$ cat config.mk
export PLATFORM = sky130hd
export DESIGN_NAME = watchdog_reset_flat
export DESIGN_NICKNAME = d
export VERILOG_FILES = /design/src/rtl/watchdog_reset_if.sv /design/src/rtl/watchdog_reset.sv /design/src/flat_wrapper.sv
export SDC_FILE = /design/constraint.sdc
export NUM_CORES = 1
export LEC_CHECK = 0
export ABC_CLOCK_PERIOD_IN_PS = 6400
export BUFFER_PORTS_ARGS = -buffer_cell sky130_fd_sc_hd__buf_4
export CORE_UTILIZATION = 44
export DETAILED_ROUTE_END_ITERATION = 16
export PLACE_DENSITY = 0.7
export SLEW_MARGIN = 20
export SYNTH_ARGS = -nofsm -noshare
export SYNTH_HDL_FRONTEND = slang
export SYNTH_SLANG_ARGS = --single-unit
$ cat constraint.sdc
create_clock -name clk -period 6.4 [get_ports clk]
set_clock_uncertainty 0.15 [all_clocks]
set_input_delay 0.32 -clock clk [delete_from_list [all_inputs] [get_ports clk]]
set_output_delay 0.32 -clock clk [all_outputs]
set_load 0.03 [all_outputs]
$ cat src/rtl/watchdog_reset_if.sv
// watchdog_reset_if: control strobes in, reset request and status out
interface watchdog_reset_if #(parameter int WIDTH = 16);
    logic             enable;
    logic             kick;
    logic             clr_fired;
    logic             rst_req;
    logic             armed;
    logic             fired;
    logic [WIDTH-1:0] count;
    modport master (output enable, kick, clr_fired, input rst_req, armed, fired, count);
    modport slave (input enable, kick, clr_fired, output rst_req, armed, fired, count);
endinterface

$ cat src/rtl/watchdog_reset.sv
// watchdog_reset: kickable watchdog driving a fixed-length reset request; sticky fired flag.
// Define WDT_WINDOW_EN to treat kicks arriving before WINDOW counts as an immediate fire.
module watchdog_reset #(
    parameter int TIMEOUT = 25000,
    parameter int PULSE   = 500,
    parameter int WIDTH   = 16,
    parameter int WINDOW  = 1000
) (
    input logic             clk,
    input logic             reset,
    watchdog_reset_if.slave bus
);
    typedef enum logic [1:0] {DISABLED, ARMED, FIRING} state_t;
    localparam logic [WIDTH-1:0] T_LAST = WIDTH'(TIMEOUT - 1);
    localparam logic [WIDTH-1:0] P_LAST = WIDTH'(PULSE - 1);
    if (TIMEOUT < 2 || PULSE < 1 || WINDOW >= TIMEOUT) begin : g_bad_params
        $error("watchdog_reset: illegal TIMEOUT/PULSE/WINDOW");
    end
    state_t           state_q, state_d;
    logic [WIDTH-1:0] count_q, count_d;
    logic             rst_req_q, rst_req_d;
    logic             armed_q, armed_d;
    logic             fired_q = 1'b0;
    logic             fired_d;
    logic             early;
`ifdef WDT_WINDOW_EN
    assign early = bus.kick && (count_q < WIDTH'(WINDOW));
`else
    assign early = 1'b0;
`endif
    always_ff @(posedge clk) begin
        if (reset) begin
            state_q   <= DISABLED;
            count_q   <= '0;
            rst_req_q <= 1'b0;
            armed_q   <= 1'b0;
        end else begin
            state_q   <= state_d;
            count_q   <= count_d;
            rst_req_q <= rst_req_d;
            armed_q   <= armed_d;
        end
        fired_q <= fired_d;
    end
    always_comb begin
        state_d = state_q;
        count_d = count_q + 1'b1;
        case (state_q)
            DISABLED: begin
                state_d = bus.enable ? ARMED : DISABLED;
                count_d = '0;
            end
            ARMED: begin
                if (!bus.enable) begin
                    state_d = DISABLED;
                    count_d = '0;
                end else if (early || (!bus.kick && count_q == T_LAST)) begin
                    state_d = FIRING;
                    count_d = '0;
                end else if (bus.kick) begin
                    count_d = '0;
                end
            end
            FIRING: begin
                if (count_q == P_LAST) begin
                    state_d = DISABLED;
                    count_d = '0;
                end
            end
            default: begin
                state_d = DISABLED;
                count_d = '0;
            end
        endcase
    end
    // fired survives reset; entering FIRING beats a same-edge clear
    always_comb begin
        armed_d   = state_d == ARMED;
        rst_req_d = state_d == FIRING;
        fired_d   = (!reset && rst_req_d && !rst_req_q) ? 1'b1 : bus.clr_fired ? 1'b0 : fired_q;
    end
    assign bus.rst_req = rst_req_q;
    assign bus.armed   = armed_q;
    assign bus.fired   = fired_q;
    assign bus.count   = count_q;
endmodule
$ cat src/flat_wrapper.sv
// flat-port wrapper written by rule: the top's interface ports become plain ports
module watchdog_reset_flat 
#(
    parameter int TIMEOUT = 25000,
    parameter int PULSE   = 500,
    parameter int WIDTH   = 16,
    parameter int WINDOW  = 1000
)
  (clk, reset, bus_enable, bus_kick, bus_clr_fired, bus_rst_req, bus_armed, bus_fired, bus_count);
  watchdog_reset_if #(.WIDTH(WIDTH)) bus_i ();
  input logic clk;
  input logic reset;
  input wire logic [$bits(bus_i.enable)-1:0] bus_enable;
  input wire logic [$bits(bus_i.kick)-1:0] bus_kick;
  input wire logic [$bits(bus_i.clr_fired)-1:0] bus_clr_fired;
  output wire logic [$bits(bus_i.rst_req)-1:0] bus_rst_req;
  output wire logic [$bits(bus_i.armed)-1:0] bus_armed;
  output wire logic [$bits(bus_i.fired)-1:0] bus_fired;
  output wire logic [$bits(bus_i.count)-1:0] bus_count;
  assign bus_i.enable = bus_enable;
  assign bus_i.kick = bus_kick;
  assign bus_i.clr_fired = bus_clr_fired;
  assign bus_rst_req = bus_i.rst_req;
  assign bus_armed = bus_i.armed;
  assign bus_fired = bus_i.fired;
  assign bus_count = bus_i.count;
  watchdog_reset #(.TIMEOUT(TIMEOUT), .PULSE(PULSE), .WIDTH(WIDTH), .WINDOW(WINDOW)) u_core (.clk(clk), .reset(reset), .bus(bus_i));
endmodule
# Yosys cells after proc, flatten, opt, wreduce, memory -nomap -nowiden
# Index checks and enable logic that the tools add are counted.
[word_totals]
regBits = 21
latchBits = 0
ram_bits = 0
mem_bits_ro = 0
input_bits = 5
elab_cells = 29
memories = 0
[classes]
n_addsub = 1
n_mul = 0
n_div = 0
magnitude_cmp = 0
n_eq_ne = 6
shift = 0
muxes = 10
bitwise = 0
n_reduce_logical = 7
[ops]
columns = ["operator", "n"]
rows = [
  ["16-bit 2-to-1 mux", 4],
  ["16-bit case mux with 2 select lines", 1],
  ["16-bit by 1-bit adder with 16-bit output (second input constant)", 1],
  ["16-bit by 15-bit == test with 1-bit output (second input constant)", 1],
  ["16-bit by 9-bit == test with 1-bit output (second input constant)", 1],
  ["2-bit 2-to-1 mux", 3],
  ["2-bit case mux with 3 select lines", 1],
  ["2-bit by 1-bit == test with 1-bit output (second input constant)", 2],
  ["2-bit == test (second input constant)", 2],
  ["1-bit logical AND", 3],
  ["1-bit zero test", 3],
  ["2-bit zero test", 1],
  ["1-bit 2-to-1 mux", 1],
]

# Longest topological paths before layout
# Gate-level depths: netlist of run 1.
[depth]
depth_word = 8
ltp_mapped = 9

# Worst setup path before layout of run 1
# Ideal clock, no wire load.
[synth_timing]
path_kind = "reg-to-reg"
startpoint = "register u_core.count_q[0], in the netlist u_core.bus.count[0]"
endpoint = "register u_core.count_q[7], in the netlist u_core.bus.count[7]"
setup_time_ps = 63
arrival_time_ps = 1949
setup_slack_ps = 4237
path_stages_with_launch = 9
path_buffers = 2
period_less_slack_ps = 2163
path_cell_list = "dfxtp_1 ha_1 and4b_1 a41oi_2 a21oi_1 or3b_1 buf_6 buf_12 nor2_4"
[synth_via]
elab_chain_cells = 5
[synth_rtl]
columns = ["element", "line", "source"]
rows = [
  ["start, declared", "watchdog_reset.sv:20", "logic [WIDTH-1:0] count_q, count_d;"],
  ["start signal, assigned", "watchdog_reset.sv:39", "count_q <= count_d;"],
  ["16-bit by 1-bit adder with 16-bit output / 16-bit by 15-bit == test with 1-bit output (equally long branches)", "watchdog_reset.sv:47, watchdog_reset.sv:57", ""],
  ["16-bit 2-to-1 mux / 1-bit logical AND (equally long branches)", "watchdog_reset.sv:60, watchdog_reset.sv:57", ""],
  ["16-bit 2-to-1 mux", "watchdog_reset.sv:57", "end else if (early || (!bus.kick && count_q == T_LAST)) begin"],
  ["16-bit 2-to-1 mux", "watchdog_reset.sv:54", "if (!bus.enable) begin"],
  ["16-bit case mux with 2 select lines *", "watchdog_reset.sv:48", "case (state_q)"],
]
# Every way passes the cells marked *; elsewhere a longest branch is shown, timed or not.
# A chain may end at the register's enable or synchronous reset.

# Worst setup path after layout of run 1
[layout_timing]
startpoint = "register u_core.count_q[0], in the netlist u_core.bus.count[0]"
endpoint = "register u_core.count_q[15], in the netlist u_core.bus.count[15]"
# The elaborated chain is that of the path after synthesis.

==> results of run 1 <==
## worst reg2reg max path, delay by kind of cell, from the launching register on
family | cells | cell delay, ns
flops | 1 | 0.43
fa+ha+maj | 1 | 0.28
simple gates | 4 | 1.33
compound gates | 1 | 0.17
## how the worst max path moves through the flow
stage                                   start              endpoint  slack (ns)  depth (start not counted)
after global placement    u_core.bus.count[0]   u_core.bus.count[8]        3.91                          6
after floorplan           u_core.bus.count[0]   u_core.bus.count[7]        4.24                          8
after detailed placement  u_core.bus.count[0]  u_core.bus.count[15]        3.89                          6
after CTS                 u_core.bus.count[0]  u_core.bus.count[15]        3.85                          6
final                     u_core.bus.count[0]  u_core.bus.count[15]        3.91                          6
after global routing      u_core.bus.count[0]   u_core.bus.count[8]        3.67                          6
## logic make-up (layout without fill, tap and decap cells)
group / count (synthesis) / in the layout / synth area share [%]
xor gates and xnor gates: 14 / 14 / 11.5
AOI/OAI and AO/OA: 9 / 9 / 6.57
DFF: 21 / 21 / 39.4
buffers and inverters: 8 / 33 / 5.04
adders and majority gates: 5 / 5 / 5.86
and+or+nand+nor: 52 / 52 / 31.7
## layout by cell type, fill, tap and decap left out, types with 4 or more instances in the layout
cell type,count
dfxtp_1,21
ha_1,5
inv_1,6
nand3_1,5
nor2_1,10
xor2_1,9
nor2_4,8
xnor2_1,5
buf_4,23
nand2_1,8
and3_1,4
## power by group through the flow
stage | clock, mW | combinational, mW | sequential (mW)
after floorplan | 0 | 0.00313 | 0.136
after global routing | 0.0736 | 0.00827 | 0.132
final | 0.0654 | 0.00751 | 0.132
after detailed placement | 0 | 0.00750 | 0.135
after CTS | 0.0663 | 0.00753 | 0.132
after global placement | 0 | 0.00723 | 0.135
## metrics by stage
stage               power (mW)  instances
floorplan                0.139        109
global placement         0.142        158
detailed placement       0.143        158
CTS                      0.206        162
global route             0.214        162
finish                   0.205        162
## layer usage
layer  vias to the layer above  wire (um)  track usage, %  part of all wire [%]
met2                        31        974            28.7                    46
met5                         -          0               0                     0
li1                        425          -               -                     -
met3                         2        120            3.27                   5.7
met1                       402        994            23.2                    47
met4                         0         14            6.76                  0.67
## state kept, by name, indices dropped and copies added, names as in the netlist
register            flops
u_core.bus.count       16
u_core.bus.rst_req      1
u_core.bus.armed        1
u_core.bus.fired        1
u_core.state_q          2
## area by class of cell
type | count | area, sq um | area share [%]
repair buffers | 23 | 173 | 13.6
multi-input cells | 80 | 593 | 46.7
flip-flops and latches | 21 | 420 | 33.1
well taps | 28 | 35.0 | 2.76
inverters | 6 | 22.5 | 1.77
clock buffers | 4 | 26.3 | 2.07
==> out/results.tsv, run 1 <==
metric	value	unit
status	finished, final reports clean	
ys_seq_area_share	39.4	%
reg2reg_from	u_core.bus.count[0]	
ir_drop	0.115	mV
hp-class	input port to register	
fillers	214	
area_growth_syn_to_layout	19.0	%
track_usage	17.7	%
clockRootBuffer	clkbuf_4	
tns	0	ns
nets	145	
cts_inserted_buffers	3	
syn_area	1070	sq um
die_x	51.3	um
synth_nets	119	
post-route-period-util	38.9	%
p_seq_share	64.5	%
gp_congestion	0.746	
p_leak	0.482	nW
holdBufCountCts	0	
rows	17	
p_clk_share	31.9	%
worst_slew_pin_slew	1.04	ns
grt_pass1_vias	823	
worstPathBufferInverterCount	0	
post_drt_wl_per_cell	13.0	um
whs	0.0544	ns
synth_most_common_cell	dfxtp_1	
powerDensity	162	nW/um^2
synth_seq_cells	21	
yosys.area.top_type	dfxtp_1	
cts.reportedPaths.clkPinSlew	0.12	ns
dr.pass1.iters	4	
r2r_cells	6	
vias	860	
cts_setup_buffers	0	
slew_viol_final	0	
initial_core_util	47.3	%
ios	24	
htreeDepth	1	
sw_frac_of_total	22.4	%
holdPathStages	2	
slowest_stage	or3b_1	
post-place-ws	3.89	ns
clock_latency	0.30	ns
hold_path_startpoint	reset	
worstSetupEndpointType	register	
arrival	2.51	ns
placed_cell_area	1240	sq um
synthCells	109	
crit_type	register to register	
clockBufferDepth	2	
reg2reg_to	u_core.bus.count[15]	
rsz0062_at_grt	no	
internal_power	0.159	mW
vias_per_cell	5.31	
finish.instance_area	1270	sq um
combPwrFrac	3.7	%
netlist_top_cells_count	dfxtp_1 (21), nor2_1 (10), xor2_1 (9), nand2_1 (8), nor2_4 (8)	
diodes	0	
wl	2100	um
synth.avg_cell_area	9.79	sq um
grt_pass1_wl	3480	um
yosysTopAreaCellShare	39.4	%
post-route-util	56.3	%
critPathMaxStageDelay	0.82	ns
rrSetupSlack	3.91	ns
die-area	2630	sq um
drtIter0Drc	8	
synthTopCellsByArea	dfxtp_1 (39%), nor2_4 (8.4%), xor2_1 (7.4%)	
cts.sinks	21	
path_cells	ha_1 -> nor4bb_1 -> nand4_1 -> a21oi_1 -> or3b_1 -> nor2_1	
max_slew_margin	30.7	%
post_cts_resized	0	
timing.final.setup_violations	0	
startpoint_type	register	
numPortBuffers	23	
drv_cap	0	
hold_violations	0	
worst_slack	3.91	ns
grt_max_degree	17	
coreArea	2250	sq um
yosysWarnings	0	
synth_top_flop_cell	dfxtp_1	
gr-total-overflow	0	
critPathRequiredTime	6.42	ns
cp_max_fo	16	
power_switching	0.0459	mW
synth-edff-count	0	
antenna_found_initial	0	
ant_nets	0	
final_layout_size_suffix_gt1_share	27.6	%
drc	0	
synth.distinct_cells	30	
critPathTopFamily	simple AND/OR/NAND/NOR gates	
cts_tree	done	
dp_hpwl	1530	um
die_y	51.3	um
async_flop_share	0	%
min_to	u_core.bus.armed	
fmax	0.402	GHz
layout_min_cycle_time	2.49	ns
(Power assumes the default switching activity.)
==> run 2: changes to the inputs <==
ABC_AREA = 1   (was unset)
ABC_CLOCK_PERIOD_IN_PS = 2100   (was 6400)
PLACE_DENSITY = 0.72   (was 0.7)
clock period = 2.1 ns   (was 6.4 ns; I/O delays follow)
==> run 2 against run 1 <==
Against the previous run: combinational power grew to 3.9 times the previous value; sequential power grew to 3.0 times the previous value; critical path depth grew 6; cell count grew 30%; core utilization grew 3.0 points; hold slack gained 0.099 ns; setup slack lost 3.7 ns; via count grew 18%; synthesized cell count grew 40%; sequential share of layout area shrank 2.2 points; clock power grew to 3.1 times the previous value; highest routed layer unchanged.
==> out/results.tsv, run 2 <==
metric	value	unit
dp_cells	203	
crit_type	register to register	
wl	2160	um
startpoint_type	register	
seqCellArea	420	sq um
slew_viol_final	0	
async_flop_share	0	%
cp_max_fo	15	
path_cells	ha_1 -> nand2_2 -> inv_2 -> nand2_1 -> nor2_1 -> nand2_1 -> nand2_1 -> nand2_1 -> nand3_2 -> inv_1 -> nand2_1 -> nor2_1	
final_common_cell	nand2_1	
powerDensity	465	nW/um^2
layout_min_cycle_time	1.85	ns
clockRootBuffer	clkbuf_4	
post-route-period-util	88.0	%
yosysWarnings	0	
track_usage	17.5	%
cts.reportedPaths.clkPinSlew	0.12	ns
vias	1018	
diodes	0	
worstSetupEndpointType	register	
ant_nets	0	
die_x	52.2	um
multi_input_area	591	sq um
numPortBuffers	23	
highest-signal-layer	met4	
vias_per_cell	4.85	
drc	0	
antenna_found_initial	0	
status	finished, final reports clean	
p_total	0.633	mW
finalNonFillerCells	210	
fillers	208	
drv_cap	0	
synth.avg_cell_area	7.25	sq um
timing.final.setup_violations	0	
yosys.area.top_type	dfxtp_1	
critPathMaxStageDelay	0.38	ns
coreArea	2300	sq um
area_growth_syn_to_layout	22.9	%
wl_met2	1050	um
ys_seq_area_share	37.9	%
syn_area	1110	sq um
cts_tree	done	
fmax	0.541	GHz
synth_seq_cells	21	
slowest_stage	dfxtp_1	
hp-class	input port to register	
dr.pass1.iters	4	
die_y	52.2	um
grt_pass1_wl	3470	um
critPathRequiredTime	2.17	ns
nets	193	
tns	0	ns
largest_register_ffs	16	
rsz0062_at_grt	no	
met1_length	988	um
drtIter0Drc	18	
cts.sinks	21	
post_drt_wl_per_cell	10.3	um
yosysTopAreaCellShare	37.9	%
synth.distinct_cells	26	
arrival	1.92	ns
ios	24	
clockBufferDepth	2	
synthCells	153	
synth_nets	163	
die-area	2720	sq um
final_cell_mix	nand2_1 (33), nor2_1 (30), buf_4 (23)	
grt_pass1_vias	855	
worstPathBufferInverterCount	2	
netlist_top_cells_count	nand2_1 (33), nor2_1 (30), dfxtp_1 (21), inv_1 (18), nand3_1 (6)	
cp-startpoint	u_core.bus.count[0]	
htreeDepth	1	
gr-total-overflow	0	
initial_core_util	48.3	%
gp_congestion	0.829	
hold_path_startpoint	bus_kick	
cts_inserted_buffers	3	
synth_top_flop_cell	dfxtp_1	
worst_slew_pin_slew	0.335	ns
synthTopCellsByArea	dfxtp_1 (38%), nand2_1 (11%), nor2_1 (10%)	
final_layout_size_suffix_gt1_share	25.8	%
rows	17	
ir_drop	0.361	mV
grt_max_degree	16	
synth-edff-count	0	
reg2reg_from	u_core.bus.count[0]	
cts_setup_buffers	0	
dp_hpwl	1710	um
synth_most_common_cell	nand2_1	
hold_violations	0	
cpMostUsedCell	nand2_1	
p_leak	0.601	nW
critPathTopFamily	simple AND/OR/NAND/NOR gates	
max_slew_margin	77.7	%
dr_wl_met3	115	um
clock_latency	0.31	ns
[run 2: cell types whose count changed in the layout (fill, tap and decap cells not counted), sizes merged, moves of 4 or more]
cell   delta
inv      +17
nand2    +29
nor2     +14
nor3      +6
xnor2     -4
xor2      -4
[run 2: cell type report]
class	count	area share, %
multi-input cells	108	43.3
flip-flops and latches	21	30.9
repair buffers	26	14.9
clock buffers	3	1.65
well taps	28	2.57
inverters	23	6.34
clock inverters	1	0.367
[run 2: final timing paths]
kind | cells after the start | slack (ns) | to
worst max-delay path | 12 | 0.25 | u_core.bus.count[15]
worst max register to register | 12 | 0.25 | u_core.bus.count[15]
worst min-delay path | 4 | 0.15 | u_core.bus.count[12]
worst min register to register | 2 | 0.31 | u_core.bus.fired
[run 2: cell families after synthesis]
family	after synthesis	share of synthesized area [%]
AOI/OAI and AO/OA	4	1.92
xor gates and xnor gates	6	4.74
DFF	21	37.9
and+or+nand+nor	93	41.0
adders and majority gates	5	5.64
buffers and inverters	24	8.80
[run 2: worst min-delay path: stages]
cell	delay (ns)
buf_4	0.09
nand2_1	0.06
nand3_2	0.27
nor2_2	0.07
[run 2: through the flow]
| stage | setup slack, ns | utilization (%) | hold WS (ns) | instance area [sq um] |
|---|---|---|---|---|
| after floorplan | 0.281 | - | 0.0273 | 1110 |
| after global placement | 0.326 | 56.8 | 0.151 | 1310 |
| after detailed placement | 0.262 | 56.8 | 0.156 | 1310 |
| after CTS | 0.256 | 59.3 | 0.139 | 1360 |
| after global routing | 0.0612 | 59.3 | 0.164 | 1360 |
| final | 0.252 | 59.3 | 0.154 | 1360 |
[run 2: where the power goes]
| part | switching, mW | internal [mW] |
|---|---|---|
| registers | 0.00165 | 0.401 |
| clock network | 0.130 | 0.0712 |
| logic | 0.0148 | 0.0146 |
[run 2: repair_timing]
action	CTS	global route
gates resized for setup	0	0
endpoints found under the hold margin	5	0
hold buffers	3	0
[run 2: per-layer routing]
layer	track usage (%)	vias to the layer above
met5	0	-
met4	4.82	0
met3	6.38	2
met2	29.1	25
met1	21.1	461
li1	-	530
